[src/rtl/weight_mem_sched_pkg.sv]
// weight_mem_sched_pkg: shared constants, state encoding and address helper for the weight scheduler
package weight_mem_sched_pkg;
  localparam int H         = 15;
  localparam int WW        = 8;
  localparam int STORAGE_B = 128;
  localparam int AW        = $clog2(STORAGE_B);
  localparam int NW        = H + 1;
  localparam int LOG_NW    = $clog2(NW);
  localparam int PIDX_W    = $clog2(STORAGE_B / NW);
  localparam int CNT_W     = AW;
  localparam logic [WW-1:0] WMAX = 8'h7F;
  localparam logic [WW-1:0] WMIN = 8'h80;
  typedef enum logic [2:0] {IDLE, CLEAR, PRED, TRAIN_RD, TRAIN_WR} state_t;
  function automatic logic [AW-1:0] base_addr(input logic [PIDX_W-1:0] idx);
    return {idx, {LOG_NW{1'b0}}};
  endfunction
endpackage

[src/rtl/weight_mem_sched_if.sv]
// weight_mem_sched_if: request/grant, weight stream, training and RAM bus of the weight scheduler
interface weight_mem_sched_if;
  import weight_mem_sched_pkg::*;
  logic              clear_req;
  logic              pred_req;
  logic [PIDX_W-1:0] pred_idx;
  logic              pred_gnt;
  logic              rd_valid;
  logic [WW-1:0]     rd_data;
  logic [LOG_NW-1:0] rd_idx;
  logic              rd_last;
  logic              train_req;
  logic [PIDX_W-1:0] train_idx;
  logic [H-1:0]      train_hist;
  logic              train_taken;
  logic              train_gnt;
  logic              train_done;
  logic [AW-1:0]     mem_addr;
  logic              mem_wr_en;
  logic [WW-1:0]     mem_wdata;
  logic [WW-1:0]     mem_rdata;
  logic              busy;
  logic              init_done;
  modport slave (
    input  clear_req, pred_req, pred_idx, train_req, train_idx, train_hist, train_taken, mem_rdata,
    output pred_gnt, rd_valid, rd_data, rd_idx, rd_last, train_gnt, train_done,
           mem_addr, mem_wr_en, mem_wdata, busy, init_done
  );
  modport master (
    output clear_req, pred_req, pred_idx, train_req, train_idx, train_hist, train_taken, mem_rdata,
    input  pred_gnt, rd_valid, rd_data, rd_idx, rd_last, train_gnt, train_done,
           mem_addr, mem_wr_en, mem_wdata, busy, init_done
  );
endinterface

[src/rtl/weight_mem_sched_sat_step.sv]
// weight_mem_sched_sat_step: one perceptron training step on a signed weight, saturating at +127/-128
module weight_mem_sched_sat_step
  import weight_mem_sched_pkg::*;
(
  input  logic [WW-1:0] i_w,
  input  logic          i_agree,
  output logic [WW-1:0] o_w
);
  assign o_w = i_agree ? (i_w == WMAX ? i_w : i_w + WW'(1))
                       : (i_w == WMIN ? i_w : i_w - WW'(1));
endmodule

[src/rtl/weight_mem_sched.sv]
// weight_mem_sched: sequences every access to the single-port weight RAM
// (post-reset clear, weight streaming, saturating read-modify-write training)
module weight_mem_sched
  import weight_mem_sched_pkg::*;
(
  input logic clk,
  input logic rst_n,
  weight_mem_sched_if.slave sched
);
  state_t              r_state, w_next;
  logic [CNT_W-1:0]    r_cnt;
  logic [PIDX_W-1:0]   r_idx;
  logic [H-1:0]        r_hist;
  logic                r_taken;
  logic                r_pred_gnt, r_train_gnt, r_rd_valid, r_rd_last;
  logic                r_train_done, r_busy, r_init_done;
  logic [WW-1:0]       r_rd_data;
  logic [LOG_NW-1:0]   r_rd_idx;
  logic [LOG_NW-1:0]   w_k;
  logic [H:0]          w_x;
  logic                w_arb;
  logic [WW-1:0]       w_sat;

  assign w_k = r_cnt[LOG_NW-1:0];
  assign w_x = {r_hist, 1'b1};
  // grants are issued at the edge entering an IDLE cycle so the grant pulse marks that cycle
  assign w_arb = (w_next == IDLE) && !sched.clear_req;

  weight_mem_sched_sat_step u_sat (
    .i_w     (sched.mem_rdata),
    .i_agree (w_x[w_k] == r_taken),
    .o_w     (w_sat)
  );

  always_ff @(posedge clk or negedge rst_n)
    if (!rst_n) r_state <= IDLE;
    else        r_state <= w_next;

  always_comb begin
    w_next = r_state;
    case (r_state)
      IDLE:     w_next = !r_init_done ? CLEAR : r_train_gnt ? TRAIN_RD : r_pred_gnt ? PRED :
                         sched.clear_req ? CLEAR : IDLE;
      CLEAR:    w_next = r_cnt == CNT_W'(STORAGE_B - 1) ? IDLE : CLEAR;
      PRED:     w_next = r_cnt == CNT_W'(NW) ? IDLE : PRED;
      TRAIN_RD: w_next = TRAIN_WR;
      TRAIN_WR: w_next = r_cnt == CNT_W'(H) ? IDLE : TRAIN_RD;
      default:  w_next = IDLE;
    endcase
  end

  always_comb begin
    sched.mem_wr_en = r_state == CLEAR || r_state == TRAIN_WR;
    sched.mem_addr  = r_state == CLEAR ? r_cnt : base_addr(r_idx) | AW'(w_k);
    sched.mem_wdata = r_state == TRAIN_WR ? w_sat : '0;
  end

  always_ff @(posedge clk or negedge rst_n)
    if (!rst_n) begin
      r_cnt        <= '0;
      r_idx        <= '0;
      r_hist       <= '0;
      r_taken      <= 1'b0;
      r_pred_gnt   <= 1'b0;
      r_train_gnt  <= 1'b0;
      r_rd_valid   <= 1'b0;
      r_rd_data    <= '0;
      r_rd_idx     <= '0;
      r_rd_last    <= 1'b0;
      r_train_done <= 1'b0;
      r_busy       <= 1'b0;
      r_init_done  <= 1'b0;
    end else begin
      r_train_gnt  <= w_arb && sched.train_req;
      r_pred_gnt   <= w_arb && !sched.train_req && sched.pred_req;
      if (r_train_gnt) begin
        r_idx   <= sched.train_idx;
        r_hist  <= sched.train_hist;
        r_taken <= sched.train_taken;
      end else if (r_pred_gnt) r_idx <= sched.pred_idx;
      r_cnt        <= r_state == IDLE ? '0 : r_cnt + CNT_W'(r_state != TRAIN_RD);
      r_rd_valid   <= r_state == PRED && r_cnt != '0;
      if (r_state == PRED && r_cnt != '0) begin
        r_rd_data <= sched.mem_rdata;
        r_rd_idx  <= w_k - LOG_NW'(1);
      end
      r_rd_last    <= r_state == PRED && r_cnt == CNT_W'(NW);
      r_train_done <= r_state == TRAIN_WR && r_cnt == CNT_W'(H);
      r_busy       <= w_next != IDLE;
      r_init_done  <= r_init_done || (r_state == CLEAR && w_next == IDLE);
    end

  assign sched.pred_gnt   = r_pred_gnt;
  assign sched.train_gnt  = r_train_gnt;
  assign sched.rd_valid   = r_rd_valid;
  assign sched.rd_data    = r_rd_data;
  assign sched.rd_idx     = r_rd_idx;
  assign sched.rd_last    = r_rd_last;
  assign sched.train_done = r_train_done;
  assign sched.busy       = r_busy;
  assign sched.init_done  = r_init_done;
endmodule

[src/flat_wrapper.sv]
// flat-port wrapper written by rule: the top's interface ports become plain ports
module weight_mem_sched_flat import weight_mem_sched_pkg::*;
  (clk, rst_n, sched_clear_req, sched_pred_req, sched_pred_idx, sched_train_req, sched_train_idx, sched_train_hist, sched_train_taken, sched_mem_rdata, sched_pred_gnt, sched_rd_valid, sched_rd_data, sched_rd_idx, sched_rd_last, sched_train_gnt, sched_train_done, sched_mem_addr, sched_mem_wr_en, sched_mem_wdata, sched_busy, sched_init_done);
  weight_mem_sched_if sched_i ();
  input logic clk;
  input logic rst_n;
  input wire logic [$bits(sched_i.clear_req)-1:0] sched_clear_req;
  input wire logic [$bits(sched_i.pred_req)-1:0] sched_pred_req;
  input wire logic [$bits(sched_i.pred_idx)-1:0] sched_pred_idx;
  input wire logic [$bits(sched_i.train_req)-1:0] sched_train_req;
  input wire logic [$bits(sched_i.train_idx)-1:0] sched_train_idx;
  input wire logic [$bits(sched_i.train_hist)-1:0] sched_train_hist;
  input wire logic [$bits(sched_i.train_taken)-1:0] sched_train_taken;
  input wire logic [$bits(sched_i.mem_rdata)-1:0] sched_mem_rdata;
  output wire logic [$bits(sched_i.pred_gnt)-1:0] sched_pred_gnt;
  output wire logic [$bits(sched_i.rd_valid)-1:0] sched_rd_valid;
  output wire logic [$bits(sched_i.rd_data)-1:0] sched_rd_data;
  output wire logic [$bits(sched_i.rd_idx)-1:0] sched_rd_idx;
  output wire logic [$bits(sched_i.rd_last)-1:0] sched_rd_last;
  output wire logic [$bits(sched_i.train_gnt)-1:0] sched_train_gnt;
  output wire logic [$bits(sched_i.train_done)-1:0] sched_train_done;
  output wire logic [$bits(sched_i.mem_addr)-1:0] sched_mem_addr;
  output wire logic [$bits(sched_i.mem_wr_en)-1:0] sched_mem_wr_en;
  output wire logic [$bits(sched_i.mem_wdata)-1:0] sched_mem_wdata;
  output wire logic [$bits(sched_i.busy)-1:0] sched_busy;
  output wire logic [$bits(sched_i.init_done)-1:0] sched_init_done;
  assign sched_i.clear_req = sched_clear_req;
  assign sched_i.pred_req = sched_pred_req;
  assign sched_i.pred_idx = sched_pred_idx;
  assign sched_i.train_req = sched_train_req;
  assign sched_i.train_idx = sched_train_idx;
  assign sched_i.train_hist = sched_train_hist;
  assign sched_i.train_taken = sched_train_taken;
  assign sched_i.mem_rdata = sched_mem_rdata;
  assign sched_pred_gnt = sched_i.pred_gnt;
  assign sched_rd_valid = sched_i.rd_valid;
  assign sched_rd_data = sched_i.rd_data;
  assign sched_rd_idx = sched_i.rd_idx;
  assign sched_rd_last = sched_i.rd_last;
  assign sched_train_gnt = sched_i.train_gnt;
  assign sched_train_done = sched_i.train_done;
  assign sched_mem_addr = sched_i.mem_addr;
  assign sched_mem_wr_en = sched_i.mem_wr_en;
  assign sched_mem_wdata = sched_i.mem_wdata;
  assign sched_busy = sched_i.busy;
  assign sched_init_done = sched_i.init_done;
  weight_mem_sched u_core (.clk(clk), .rst_n(rst_n), .sched(sched_i));
endmodule
[config.mk]
export PLATFORM = sky130hd
export DESIGN_NAME = weight_mem_sched_flat
export DESIGN_NICKNAME = d
export VERILOG_FILES = /design/src/rtl/weight_mem_sched_pkg.sv /design/src/rtl/weight_mem_sched_if.sv /design/src/rtl/weight_mem_sched_sat_step.sv /design/src/rtl/weight_mem_sched.sv /design/src/flat_wrapper.sv
export SDC_FILE = /design/constraint.sdc
export NUM_CORES = 1
export LEC_CHECK = 0
export BUFFER_PORTS_ARGS = -buffer_cell sky130_fd_sc_hd__buf_4
export CAP_MARGIN = 10
export CORE_MARGIN = 3
export CORE_UTILIZATION = 43
export DETAILED_ROUTE_END_ITERATION = 8
export GPL_ROUTABILITY_DRIVEN = 0
export PLACE_DENSITY = 0.69
export SYNTH_ARGS = -nofsm -noshare
export SYNTH_HDL_FRONTEND = slang
export SYNTH_SLANG_ARGS = --single-unit
[constraint.sdc]
create_clock -name clk -period 6 [get_ports clk]
set_clock_uncertainty 0.05 [all_clocks]
set_input_delay 1.5 -clock clk [delete_from_list [all_inputs] [get_ports clk]]
set_output_delay 1.5 -clock clk [all_outputs]
set_load 0.1 [all_outputs]
**After elaboration in Yosys (flattened, before gate mapping)**

Cells that the tools add are included.

- Register bits after elaboration: 48
- Bits of input ports: 35
- Logic and storage cells: 66
- Output and inout bits: 35

- $lt $le $gt $ge: 1
- Multiplexer cells: 18
- Bitwise operators: 1
- Reductions and logical operators: 17
- Eq/ne operators: 11
- Add/subtract/negate cells: 4

Operators with widths:

| kind | number |
|---|---|
| 8-bit two-way mux | 4 |
| 3-bit two-way mux | 5 |
| 3-bit case mux with 5 select lines | 1 |
| 7-bit two-way mux | 2 |
| 8-bit by 1-bit adder with 8-bit output (second input constant) | 1 |
| 8-bit by 7-bit equality test with 1-bit output (second input constant) | 1 |
| 8-bit equality test (second input constant) | 1 |
| 1-bit logical AND | 8 |
| 8-bit by 1-bit subtractor with 8-bit output (second input constant) | 1 |
| 7-bit by 1-bit adder with 7-bit output | 1 |
| 7-bit by 4-bit equality test with 1-bit output (second input constant) | 1 |
| 7-bit by 5-bit equality test with 1-bit output (second input constant) | 1 |
| 7-bit equality test (second input constant) | 1 |
| 7-bit by 4-bit OR with 7-bit output | 1 |
| 7-bit nonzero test | 1 |
| 3-bit by 2-bit equality test with 1-bit output (second input constant) | 2 |
| 3-bit zero test | 2 |
| 4-bit by 5-bit less-than comparator with 1-bit output (second input constant) | 1 |
| 1-bit binary-select mux with 4-bit select | 1 |
| 2-bit two-way mux | 2 |
| 4-bit by 1-bit subtractor with 4-bit output (second input constant) | 1 |
| 3-bit by 1-bit equality test with 1-bit output (second input constant) | 1 |
| 3-bit equality test (second input constant) | 1 |
| 1-bit two-way mux | 3 |
| 6 further kinds | 8 |

**Depth between registers and ports, before layout**

Gate-level depths: netlist of run 1.

- Depth after elaboration: 9
- Mapped depth: 9
- Mapped depth without buffers: 8

**Hierarchy**

Synthesis of run 1 repeated with hierarchy kept, for this count alone.

- Cell total of the unflattened synthesis: 261
- Area total of the unflattened synthesis: 2791.4 µm²

Modules (own cells, without submodules):

| module | instances | cells an instance | seq. area each (µm²) | area an instance (µm²) |
|---|---|---|---|---|
| weight_mem_sched | 1 | 197 | 1201.2 | 2354.8 |
| weight_mem_sched_sat_step | 1 | 64 | 0.0 | 436.7 |

**Least setup slack after synthesis of run 1**

Ideal clock, no wire load.

- Kind: input to output
- Start: in sched_mem_rdata[3]
- End: out sched_mem_wdata[7]
- Data arrival time: 4.832 ns
- Buffers on the path: 1
- Setup slack: -0.382 ns
- Cell stages on the path: 5
- Data required time: 4.450 ns
- Cells stage by stage: clkbuf_1 or4_1 nor4_1 mux2i_1 a211oi_1

- Cells in the longest elaborated chain, start to end: 4
- Elaborated cells on any way between the ends: 8
- Classes of those cells: 2 x add/sub; 2 x eq/ne; 4 x mux

Ends and longest elaborated chain:

| element | RTL line | text |
|---|---|---|
| from (decl) | flat_wrapper.sv:14 | `input wire logic [$bits(sched_i.mem_rdata)-1:0] sched_mem_rdata;` |
| 8-bit by 1-bit subtractor with 8-bit output, or another cell as far along | weight_mem_sched_sat_step.sv:10 | `: (i_w == WMIN ? i_w : i_w - WW'(1));` |
| 8-bit two-way mux, on equally long branches | weight_mem_sched_sat_step.sv:10, weight_mem_sched_sat_step.sv:9 |  |
| 8-bit two-way mux (*) | weight_mem_sched_sat_step.sv:9 | `assign o_w = i_agree ? (i_w == WMAX ? i_w : i_w + WW'(1))` |
| 8-bit two-way mux (*) | weight_mem_sched.sv:55 | `sched.mem_wdata = r_state == TRAIN_WR ? w_sat : '0;` |
| to (decl) | flat_wrapper.sv:24 | `output wire logic [$bits(sched_i.mem_wdata)-1:0] sched_mem_wdata;` |

Every way passes the cells marked *; elsewhere a longest branch is shown, timed or not.

**Worst setup path after layout of run 1**

- Start: reg u_core.r_cnt[0]
- End: out sched_mem_wdata[1]

- Cells in the longest elaborated chain, start to end: 5

Ends and longest elaborated chain:

| element | RTL line | text |
|---|---|---|
| from (decl) | weight_mem_sched.sv:11 | `logic [CNT_W-1:0] r_cnt;` |
| from (signal assigned) | weight_mem_sched.sv:81 | `r_cnt <= r_state == IDLE ? '0 : r_cnt + CNT_W'(r_state != TRAIN_RD);` |
| 1-bit binary-select mux with 4-bit select | weight_mem_sched.sv:31 | `.i_agree (w_x[w_k] == r_taken),` |
| 1-bit two-way mux (not written as such) | weight_mem_sched.sv:31 |  |
| 1-bit equality test | weight_mem_sched.sv:31 |  |
| 8-bit two-way mux | weight_mem_sched_sat_step.sv:9 |  |
| 8-bit two-way mux | weight_mem_sched.sv:55 |  |

No other way between the ends. The select of a mux whose other input is x is not followed.

==> results of run 1 <==
-- power by group through the flow --
stage	logic (µW)	clock network [µW]	registers, µW
floorplan	17.7	0	330
global placement	45.3	0	330
detailed placement	45.7	0	330
CTS	45.8	204	323
global route	50.7	219	323
finish	45.5	198	323
-- per-layer routing --
layer	GRT usage, %	up-vias	wire length, µm
li1	-	1082	-
met1	23.7	1041	2670
met2	28.8	65	3020
met3	4.42	9	391
met4	5.61	0	87
met5	0	-	0
-- kinds of logic after synthesis --
kind of cell               after synthesis  share of synthesized area (%)
xor gates and xnor gates                11                           3.80
DFF                                     48                           44.0
muxes                                   32                           14.6
AOI/OAI and AO/OA                       41                           9.43
adders and majority gates                8                           3.66
and+or+nand+nor                        109                           19.5
buffers and inverters                   31                           5.13
-- worst min path at each step --
stage / cells past startpoint / slack (ns) / endpoint
2_1_floorplan: 1 / 0.43 / u_core.r_hist[13]
3_3_place_gp: 2 / 0.41 / u_core.sched.rd_idx[2]
3_5_place_dp: 2 / 0.42 / u_core.sched.rd_data[6]
4_1_cts: 2 / 0.44 / u_core.sched.rd_data[6]
5_1_grt: 2 / 0.45 / u_core.sched.rd_data[6]
6_report: 2 / 0.44 / u_core.sched.rd_idx[0]
-- state kept, by name, indices dropped and copies added (netlist names) --
signal and flops:
u_core.sched.train_done 1, u_core.sched.train_gnt 1, u_core.sched.busy 1, u_core.r_state 3, u_core.sched.rd_valid 1, u_core.r_cnt 7
u_core.sched.rd_last 1, u_core.sched.init_done 1, u_core.r_hist 15, u_core.sched.rd_data 8, u_core.sched.rd_idx 4, u_core.r_idx 3
u_core.sched.pred_gnt 1, u_core.r_taken 1
-- critical path: stages, from the launching register on --
cell,delay [ns]
dfrtp_1,0.61
mux4_2,0.57
mux4_2,0.51
xor2_2,0.69
o21ai_0,0.22
o221a_1,0.28
buf_4,0.23
-- placed cells by master (no fill, tap or decap), types with 4 or more instances in the layout --
master and n:
dfrtp_1 48, nand2_1 39, inv_1 8, mux4_2 4, a21oi_1 9, nor2_1 23
clkbuf_8 6, o21ai_0 14, buf_4 70, nand4b_1 4, mux2_2 22, xor2_1 5
xnor2_1 5, nand3_1 7, mux2i_1 6, ha_1 8, nor3_1 9
-- area by class of cell --
| class | count | area share (%) |
|---|---|---|
| Clock inverter | 2 | 0.298 |
| Clock buffer | 6 | 2.46 |
| Multi-Input combinational cell | 201 | 42.1 |
| Timing Repair Buffer | 70 | 15.7 |
| Inverter | 8 | 0.895 |
| Sequential cell | 48 | 35.8 |
| Tap cell | 75 | 2.80 |
-- synth_stat cells, drive strengths merged (4+ instances only) --
cell type / n / share of area [%]
a211oi: 5 / 1.4
dfrtp: 48 / 44
mux2i: 6 / 2.2
nand4b: 4 / 1.3
ha: 8 / 3.7
mux4: 4 / 3.3
mux2: 22 / 9.1
xor2: 6 / 2.2
inv: 8 / 1.1
a21oi: 9 / 1.6
nor2: 23 / 3.2
nand2: 39 / 5.4
o21ai: 16 / 2.9
buf: 7 / 1.8
nor3: 9 / 1.6
xnor2: 5 / 1.6
nand3: 7 / 1.3
clkbuf: 16 / 2.2
-- metrics by stage --
stage          std cells  instance area, µm²
2_1_floorplan        280                2750
3_3_place_gp         401                3260
3_5_place_dp         401                3260
4_1_cts              409                3350
5_1_grt              410                3360
6_report             410                3360
==> results.toml, run 1 <==
[detailed_routing]
drc_errors = 0
drtPass1Iterations = 4
drt_iter0_drc = 83
ant_nets = 0
vias_per_cell = 5.36
wl_per_cell_um = 15.0
wirelength_mm = 6.17
vias = 2197

[sta]
tightest_slew_ns = 0.868
slew_viol_final = 0
post-route-period-util_pct = 82.8
hold_viol = 0
whs_ns = 0.436
setup_viol = 0
setup_ws_ns = 1.03
maxSlewHeadroom_pct = 42.1
period_needed_ns = 4.97
tns_ns = 0
rsz0062_at_grt = "false"
max_freq_mhz = 201

[finish]
nets = 377
n_antenna_cell = 0
multi_input_area_mm2 = 0.00141
drive_above_1_share_pct = 33.4
seq_area_mm2 = 0.00120
area_growth_pct = 22.8
fill_cells = 565
post-route-util_pct = 55.7

[synth]
synthArstFlopShare_pct = 100
synth-seq-cells = 48
synth-seq-area-share_pct = 44.0
postSynthAreaPerCell_um2 = 9.76
syn_nets = 323
yosys_warnings = 0
synth-edff-count = 0
ys.flop_type = "dfrtp_1"
syn_area_mm2 = 0.00273
synthCells = 280
synth.distinct_cells = 44

[clocking]
cts_root_buf = "clkbuf_8"
tritoncts = "built"
cts.clk_slew.worst_paths_ns = 0.09
cts_buffer_depth = 2
clk_latency_ns = 0.30
numCtsBuffers = 5
post-cts-setup-buffers = 0
cts_sinks = 48
htree_num_levels = 2
cts_resized = 0
holdBufCountCts = 0

[critical_path]
critPathMaxFanout = 18
reg2reg_setup_slack_ns = 3.98
crit_arrival_ns = 3.42
r2r_end = "u_core.sched.pred_gnt"
r2r_start = "u_core.r_cnt[2]"
crit_path_start = "u_core.r_cnt[0]"
required_ns = 4.45
crit_end = "sched_mem_wdata[1]"
critPathLaunchType = "flip-flop"
r2r_cells = 6
critPathKind = "reg -> out"
cp-end-kind = "output pin"

[power]
pwr-share-comb_pct = 8.0
p_total_uw = 566
netSwitchingPower_uw = 129
power.internal_uw = 437
peakVddDrop_v = 0.000145
pwr-share-seq_pct = 57.1
power_density_mw_per_mm2 = 169
pwr-share-clk_pct = 34.9
p_leak_uw = 0.00155
sw_frac_of_total_pct = 22.9

[place]
port_buffers = 69
detailedPlace.worstSlack_ns = 1.30
detailed_place_hpwl_mm = 4.54

[global_routing]
grt_pass1_vias = 2168
antenna_found_initial = 0
overflow = 0
grt_pass1_wl_mm = 10.5
grt_usage_pct = 17.8
grt_max_degree = 49

[die]
io_pins = 70
num_rows = 28
fp.dieH_um = 85.7
coreArea_mm2 = 0.00603
dieWidth_um = 85.7
dieArea_mm2 = 0.00735
start_util_pct = 45.3

[hold_path]
hp-start = "u_core.sched.rd_idx[0]"
hold_path.class = "reg -> reg"

[outcome]
status = "finished clean"

[job]
maxCapViolations = 0
(Power assumes the default switching activity.)
==> run 2, diff against run 1 <==
==> constraint.sdc (replaced) <==
create_clock -name clk -period 4.69 [get_ports clk]
set_clock_uncertainty 0.05 [all_clocks]
set_input_delay 1.1725 -clock clk [delete_from_list [all_inputs] [get_ports clk]]
set_output_delay 1.1725 -clock clk [all_outputs]
set_load 0.1 [all_outputs]
==> results.toml, run 2 (synthesis results as in run 1) <==
[detailed_routing]
drtPass1Iterations = 4
vias_per_cell = 5.39
wl_per_cell_um = 14.3
vias = 2221
wirelength_mm = 5.88
drc_errors = 0
drt_iter0_drc = 80
ant_nets = 0

[global_routing]
grt_pass1_vias = 2193
antenna_found_initial = 0
grt_pass1_wl_mm = 10.0
overflow = 0
grt_max_degree = 49
grt_usage_pct = 17.0

[place]
detailed_place_hpwl_mm = 4.40
port_buffers = 69
detailedPlace.worstSlack_ns = 0.534
postPlaceCellArea_mm2 = 0.00329

[critical_path]
critPathMaxFanout = 17
cp-end-kind = "output pin"
critPathKind = "reg -> out"
required_ns = 3.47
crit_arrival_ns = 3.23
critPathLaunchType = "flip-flop"

[die]
fp.dieH_um = 85.7
io_pins = 70
num_rows = 28
dieWidth_um = 85.7
coreArea_mm2 = 0.00603
dieArea_mm2 = 0.00735
start_util_pct = 45.3

[power]
power_density_mw_per_mm2 = 216
p_leak_uw = 0.00156
p_total_uw = 732
peakVddDrop_v = 0.000223

[finish]
nets = 380
post-route-util_pct = 56.1
n_antenna_cell = 0
final_common_cell = "buf_4"
largest_register = "u_core.r_hist"
area_growth_pct = 23.8
drive_above_1_share_pct = 33.8
fill_cells = 558
largest_reg_flops = 15
final_area_mm2 = 0.00338
layout_common_cells = "buf_4 (73), dfrtp_1 (48), nand2_1 (39), nor2_1 (23), mux2_2 (22)"

[clocking]
clk_latency_ns = 0.29
cts_sinks = 48
cts.clk_slew.worst_paths_ns = 0.08
tritoncts = "built"
cts_root_buf = "clkbuf_8"
post-cts-setup-buffers = 0
numCtsBuffers = 5
holdBufCountCts = 0
cts_resized = 0
htree_num_levels = 2
cts_buffer_depth = 2

[sta]
maxSlewHeadroom_pct = 43.2
setup_viol = 0
max_freq_mhz = 224
hold_viol = 0
post-route-period-util_pct = 95.0
tightest_slew_ns = 0.852
rsz0062_at_grt = "false"
period_needed_ns = 4.46
setup_ws_ns = 0.234
slew_viol_final = 0
tns_ns = 0

[job]
maxCapViolations = 0

[outcome]
status = "finished clean"

[hold_path]
hold_path.class = "reg -> reg"
[run 2: cell types whose count changed in the layout (fill, tap and decap cells not counted)]
cell,before,now
buf_4,70,73
clkinv_2,2,0
clkbuf_8,6,7
[run 2: layout make-up]
type / count / area, µm² / area share (%)
multi-input combinational: 201 / 1410 / 41.8
sequential: 48 / 1200 / 35.5
timing repair buffer: 73 / 548 / 16.2
inverter: 8 / 30.0 / 0.888
clock buffer: 7 / 96.3 / 2.85
tap: 75 / 93.8 / 2.77
[run 2: metrics by stage]
stage / instances / hold slack, ns
after floorplan: 280 / 0.425
after global placement: 405 / 0.417
after detailed placement: 405 / 0.426
after CTS: 412 / 0.445
after global routing: 412 / 0.467
final: 412 / 0.438
[run 2: power by group]
group	switching [µW]	leakage (µW)	internal (µW)
Sequential	0	0.000604	413
Clock	129	0.0000503	131
Combinational	30.0	0.000910	27.5
Total	159	0.00156	572
[run 2: final timing paths]
kind                       slack [ns]                    start  depth (start not counted)                       to
max reg2reg                      2.65   u_core.sched.train_gnt                          5    u_core.sched.pred_gnt
min                              0.44  u_core.sched.rd_data[6]                          2  u_core.sched.rd_data[6]
max                              0.23          u_core.r_cnt[0]                          6       sched_mem_wdata[6]
max in group asynchronous        3.36                    rst_n                          1         u_core.r_hist[7]
min in group asynchronous        0.83                    rst_n                          1        u_core.sched.busy
min reg2reg                      0.44  u_core.sched.rd_data[6]                          2  u_core.sched.rd_data[6]
[run 2: worst max-delay path, cell delays in order (launching register included)]
cell and delay (ns):
dfrtp_1 0.47, mux4_2 0.53, mux4_2 0.51, xor2_2 0.64, nor2_1 0.14, a311oi_2 0.31
buf_4 0.34
[run 2: layer usage]
metal  part of all wire, %  GRT usage [%]  vias up
met1                    44           21.9     1060
li1                      -              -     1089
met2                    49           28.0       63
met5                     0              0        -
met4                   1.6           5.90        0
met3                   5.8           4.13        9
